<file path="src/rtl/srff_pkg.sv">
// srff_pkg: shared types and the per-channel next-state helper for the SR
// flip-flop bank.
//   mode_e  : SR_LEVEL (requests are active-high levels) or SR_EDGE (requests
//             are rising edges of s/r)
//   prio_e  : how a channel resolves set and reset requests that are active
//             in the same cycle
//   srff_resolve : next q for one channel, given its current state and its
//             active set/reset requests
package srff_pkg;

  typedef enum logic {
    SR_LEVEL = 1'b0,
    SR_EDGE  = 1'b1
  } mode_e;

  typedef enum logic [1:0] {
    PRIO_SET    = 2'd0,
    PRIO_RESET  = 2'd1,
    PRIO_HOLD   = 2'd2,
    PRIO_TOGGLE = 2'd3
  } prio_e;

  function automatic logic srff_resolve(input prio_e prio, input logic q,
                                        input logic set_act, input logic rst_act);
    logic nxt;
    nxt = q;
    if (set_act && rst_act) begin
      case (prio)
        PRIO_SET:    nxt = 1'b1;
        PRIO_RESET:  nxt = 1'b0;
        PRIO_HOLD:   nxt = q;
        PRIO_TOGGLE: nxt = ~q;
        default:     nxt = q;
      endcase
    end else if (set_act) begin
      nxt = 1'b1;
    end else if (rst_act) begin
      nxt = 1'b0;
    end
    return nxt;
  endfunction

endpackage

</file>
<file path="src/rtl/srff_cell.sv">
// srff_cell: one SR channel -- optional edge detection, conflict resolution,
// the q flop and the registered conflict flag.
// Ports:
//   clk          : clock, rising edge
//   rst          : synchronous active-high reset (q <= INIT, conflict <= 0)
//   s, r         : set / reset request for this channel
//   q            : registered channel state
//   conflict     : registered, high the cycle after both requests were active
//   conflict_nxt : combinational "both requests active this cycle", feeds the
//                  shared conflict counter in the bank
module srff_cell
  import srff_pkg::*;
#(
  parameter logic  INIT = 1'b1,
  parameter mode_e MODE = SR_LEVEL,
  parameter prio_e PRIO = PRIO_RESET
) (
  input  logic clk,
  input  logic rst,
  input  logic s,
  input  logic r,
  output logic q,
  output logic conflict,
  output logic conflict_nxt
);

  logic s_d_q, r_d_q;
  logic q_q, q_d;
  logic conf_q;
  logic set_act, rst_act;

  always_comb begin
    set_act = s;
    rst_act = r;
    if (MODE == SR_EDGE) begin
      set_act = s & ~s_d_q;
      rst_act = r & ~r_d_q;
    end
    conflict_nxt = set_act & rst_act;
    q_d          = srff_resolve(PRIO, q_q, set_act, rst_act);
  end

  // Previous-input history is loaded even during reset, so a level held high
  // across reset release is not mistaken for a fresh edge.
  always_ff @(posedge clk) begin
    s_d_q <= s;
    r_d_q <= r;
    if (rst) begin
      q_q    <= INIT;
      conf_q <= 1'b0;
    end else begin
      q_q    <= q_d;
      conf_q <= conflict_nxt;
    end
  end

  assign q        = q_q;
  assign conflict = conf_q;

endmodule

</file>
<file path="src/rtl/srff_bank.sv">
// srff_bank: WIDTH independent SR flip-flops plus a shared saturating count
// of cycles in which any channel saw conflicting requests.
// Ports:
//   clk          : clock, rising edge
//   rst          : synchronous active-high reset
//   s, r         : per-channel set / reset requests [WIDTH]
//   clr_cnt      : synchronous clear of conflict_cnt, wins over increment
//   q            : registered channel states [WIDTH]
//   conflict     : registered per-channel conflict flags [WIDTH]
//   conflict_cnt : saturating conflict-cycle count [CNT_W]
module srff_bank
  import srff_pkg::*;
#(
  parameter int               WIDTH = 4,
  parameter logic [WIDTH-1:0] INIT  = '1,
  parameter mode_e            MODE  = SR_LEVEL,
  parameter prio_e            PRIO  = PRIO_RESET,
  parameter int               CNT_W = 8
) (
  input  logic             clk,
  input  logic             rst,
  input  logic [WIDTH-1:0] s,
  input  logic [WIDTH-1:0] r,
  input  logic             clr_cnt,
  output logic [WIDTH-1:0] q,
  output logic [WIDTH-1:0] conflict,
  output logic [CNT_W-1:0] conflict_cnt
);

  localparam logic [CNT_W-1:0] CNT_MAX = '1;

  logic [WIDTH-1:0] conf_nxt;
  logic             any_conf;
  logic [CNT_W-1:0] cnt_q, cnt_d;

  for (genvar i = 0; i < WIDTH; i++) begin : g_cell
    srff_cell #(
      .INIT (INIT[i]),
      .MODE (MODE),
      .PRIO (PRIO)
    ) u_cell (
      .clk          (clk),
      .rst          (rst),
      .s            (s[i]),
      .r            (r[i]),
      .q            (q[i]),
      .conflict     (conflict[i]),
      .conflict_nxt (conf_nxt[i])
    );
  end

  // One increment per conflicting cycle, however many channels conflict.
  assign any_conf = |conf_nxt;

  always_comb begin
    cnt_d = cnt_q;
    if (clr_cnt) begin
      cnt_d = '0;
    end else if (any_conf && (cnt_q != CNT_MAX)) begin
      cnt_d = cnt_q + 1'b1;
    end
  end

  always_ff @(posedge clk) begin
    if (rst) begin
      cnt_q <= '0;
    end else begin
      cnt_q <= cnt_d;
    end
  end

  assign conflict_cnt = cnt_q;

endmodule

</file>
<file path="config.mk">
export PLATFORM = sky130hd
export DESIGN_NAME = srff_bank
export DESIGN_NICKNAME = d
export VERILOG_FILES = /design/src/rtl/srff_pkg.sv /design/src/rtl/srff_cell.sv /design/src/rtl/srff_bank.sv
export SDC_FILE = /design/constraint.sdc
export NUM_CORES = 1
export LEC_CHECK = 0
export ABC_AREA = 1
export CAP_MARGIN = 0
export CORE_MARGIN = 4
export CORE_UTILIZATION = 47
export CTS_CLUSTER_DIAMETER = 100
export DETAILED_ROUTE_END_ITERATION = 16
export PLACE_DENSITY = 0.81
export SETUP_SLACK_MARGIN = 0.15
export SLEW_MARGIN = 25
export SYNTH_ARGS = -nofsm -noshare
export SYNTH_HDL_FRONTEND = slang
export SYNTH_SLANG_ARGS = --single-unit
</file>
<file path="constraint.sdc">
create_clock -name clk -period 2.82 [get_ports clk]
set_input_delay 0.564 -clock clk [delete_from_list [all_inputs] [get_ports clk]]
set_output_delay 0.564 -clock clk [all_outputs]
set_load 0.1 [all_outputs]
</file>
==> results.md <==
* Worst Setup End Kind: output pin
* Flop2flop setup slack at 1440 ps
* Reg clk slew, reported paths at 90 ps
* Data arrival, critical path at 1080 ps
* Peak supply drop at 279.9 µV
* Status: complete, no violations
* Combinational share of power at 0.216
* Yosys top cell by area: dfxtp_1
* Commonest cells post-synth: 23 x nand2_1, 18 x nor2_1, 16 x dfxtp_1, 9 x nand3_1, 8 x buf_4
* Max-cap violations at 0
* HPWL Detailed at 1.283 mm
* Ys Warns at 0
* IO Count at 27
* Post-CTS setup repair buffer count at 0
* Syn Std Cell Area at 789.5 µm²
* First-pass DRT Iterations at 4
* CP Launch Type: register
* Fin crit period at 1641 ps
* Setup violations, final at 0
* Rows at 14
* IO Port Bufs at 26
* Mapped Cells at 108
* Clk Latency, worst-skew pair at 280 ps
* Top FF cell, synth: dfxtp_1
* Clock power frac at 0.300
* Synth area leaders: dfxtp_1 41%, nand2_1 11%, nor2_1 8.6%, buf_4 7.6%, nand3_1 5.7%
* Leakage at 0.0004532 µW
* Die width at 48.99 µm
* Via count at 695
* Sw Share at 0.3068
* Pwr dens at 494.4 nW/µm²
* Post-layout util at 0.6453
* DR DRC count at 0
* Vias/cell at 4.793
* Register share of total power at 0.484
* Area grow syn2layout at 25.99%
* # fillers at 136
* Crit path max-delay family: flip-flops
* H-tree Lvls at 1
* CP required at 2260 ps
* Largest stage delay on the critical path at 460 ps
* Die Y at 48.99 µm
* Tot GR Track Use at 0.1380
* Seq/Total Area, Yosys at 0.4057
* Max-slew violations at 0
* Share of post-route cells with drive strength above 1 at 0.2403
* Post-synth EDFFs at 0
* Post-synthesis net count at 120
* Critical path buffer and inverter count at 1
* Period utilization at 0.5819
* Number of hold buffers added after CTS at 0
* Largest net degree at the start of global routing at 12
* DRT antenna net count at 0
* # resized after CTS at 0
* CTS Sinks at 16
* Die area at 2400 µm²
* Fin cells at 145
* Cell with the most instances after synthesis: nand2_1
* RSZ-0062 raised after global routing: no
* Global-route wire length before repair at 2.711 mm
* GP Congestion at 0.7829
* Average cell area after synthesis at 7.310 µm²
* Tot Pwr at 491.8 µW
* Core Region at 1541 µm²
* Max-slew headroom at 0.7715
* Placed insts at 141
* Max clock buf depth at 2
* Initial antenna violation count at 0
* Total net switching power at 150.9 µW
* Root Driver: clkbuf_4
* Maximum fanout along the worst path at 6
* Setup TNS Final at 0 ps
* Routed WL per cell at 10.88 µm
* Seq cells post-synth at 16
* Crit path cell chain: buf_4
* Share of the synthesized area in the top cell type at 0.4057
* CTS tree: yes
* Initial Utilization at 0.5122
* Vias in the first global route at 623
* Hold crit path type: register to register
* Cts bufs inserted at 3
* Antenna diodes at 0
* Tightest Pin Transition at 341.5 ps
* Nets at 142
* Total routed wirelength at 1.578 mm
* Endpoints failing hold at 0
* Kind of critical path: register to output pin
* Yosys cell types at 20
* Total grt overflow at 0
* Ys async rst share at 0
* FMAX at 609.4 MHz
* Slowest CP cell: dfxtp_1
* 1st-iter DRT viols at 4
* Cell Int Power at 340.9 µW
* Hold_ws at 510.6 ps
* Clock skew at 3.598 ps
==> power groups by stage <==
stage / Sequential [µW] / Combinational, µW / Clock (µW)
floorplan: 252 / 75.8 / 0
finish: 238 / 106 / 147
global placement: 243 / 106 / 0
detailed placement: 243 / 107 / 0
CTS: 238 / 107 / 152
global route: 239 / 112 / 163
==> worst paths after layout <==
check                                          end                from  cells after the start
worst min register to register  g_cell[1].u_cell.q  g_cell[1].u_cell.q                      2
worst max register to register     conflict_cnt[4]     conflict_cnt[0]                      7
worst min-delay path            g_cell[1].u_cell.q  g_cell[1].u_cell.q                      2
worst max-delay path               conflict_cnt[2]     conflict_cnt[2]                      1
==> cell families (layout without fill, tap and decap cells) <==
family | count (synthesis) | in the layout | synth area share
simple gates | 60 | 60 | 0.3550
buf+inv | 19 | 40 | 0.1379
flops | 16 | 16 | 0.4057
compound gates | 11 | 11 | 0.07448
fa+ha+maj | 1 | 1 | 0.01585
xor+xnor | 1 | 1 | 0.01110
==> layout by cell type, fill, tap and decap left out <==
cell type / n
xor2_1: 1
nand2_1: 23
nand4_1: 2
dfxtp_1: 16
buf_4: 16
inv_2: 3
o21ai_1: 4
nor2_4: 2
nor2_1: 18
clkbuf_4: 3
o21ai_0: 1
nand3_1: 9
nand2_4: 2
ha_1: 1
nand2_2: 3
a21oi_2: 1
clkinv_1: 1
nor3_1: 1
clkdlybuf4s50_1: 10
inv_1: 6
clkbuf_8: 1
a21oi_1: 5
==> registers in the layout, indices dropped and copies added, names as in the netlist <==
register,cells
conflict_cnt,8
g_cell.u_cell.conflict,4
g_cell.u_cell.q,4
==> through the flow <==
step,instance area [µm²],setup slack (ps)
2_1_floorplan,789.5,786.6
3_3_place_gp,958.4,1009
3_5_place_dp,958.4,986.9
4_1_cts,994.7,1176
5_1_grt,994.7,1140
6_report,994.7,1179
==> layout make-up <==
type                       count  area [µm²]  share of cell area
clock buffer                   4       36.28             0.03648
inverter                      10       37.54             0.03774
multi-input combinational     73       360.3              0.3623
sequential                    16       320.3              0.3220
tap                           16       20.02             0.02013
timing repair buffer          26       220.2              0.2214
==> worst register-to-register path, stage by stage, from the launching register on <==
cell and delay (ps):
dfxtp_1 440, ha_1 250, nand2_2 110, nor2_4 120
nand2_4 100, nand2_4 100, nand2_1 70, a21oi_2 130
==> layer usage <==
layer  share of wire  GRT usage  routed length, µm
met5               0          0                  0
met1            0.46     0.1720                730
met3           0.050    0.05199                 79
met4          0.0082    0.04036                 13
met2            0.48     0.2196                754
(Power assumes the default switching activity.)
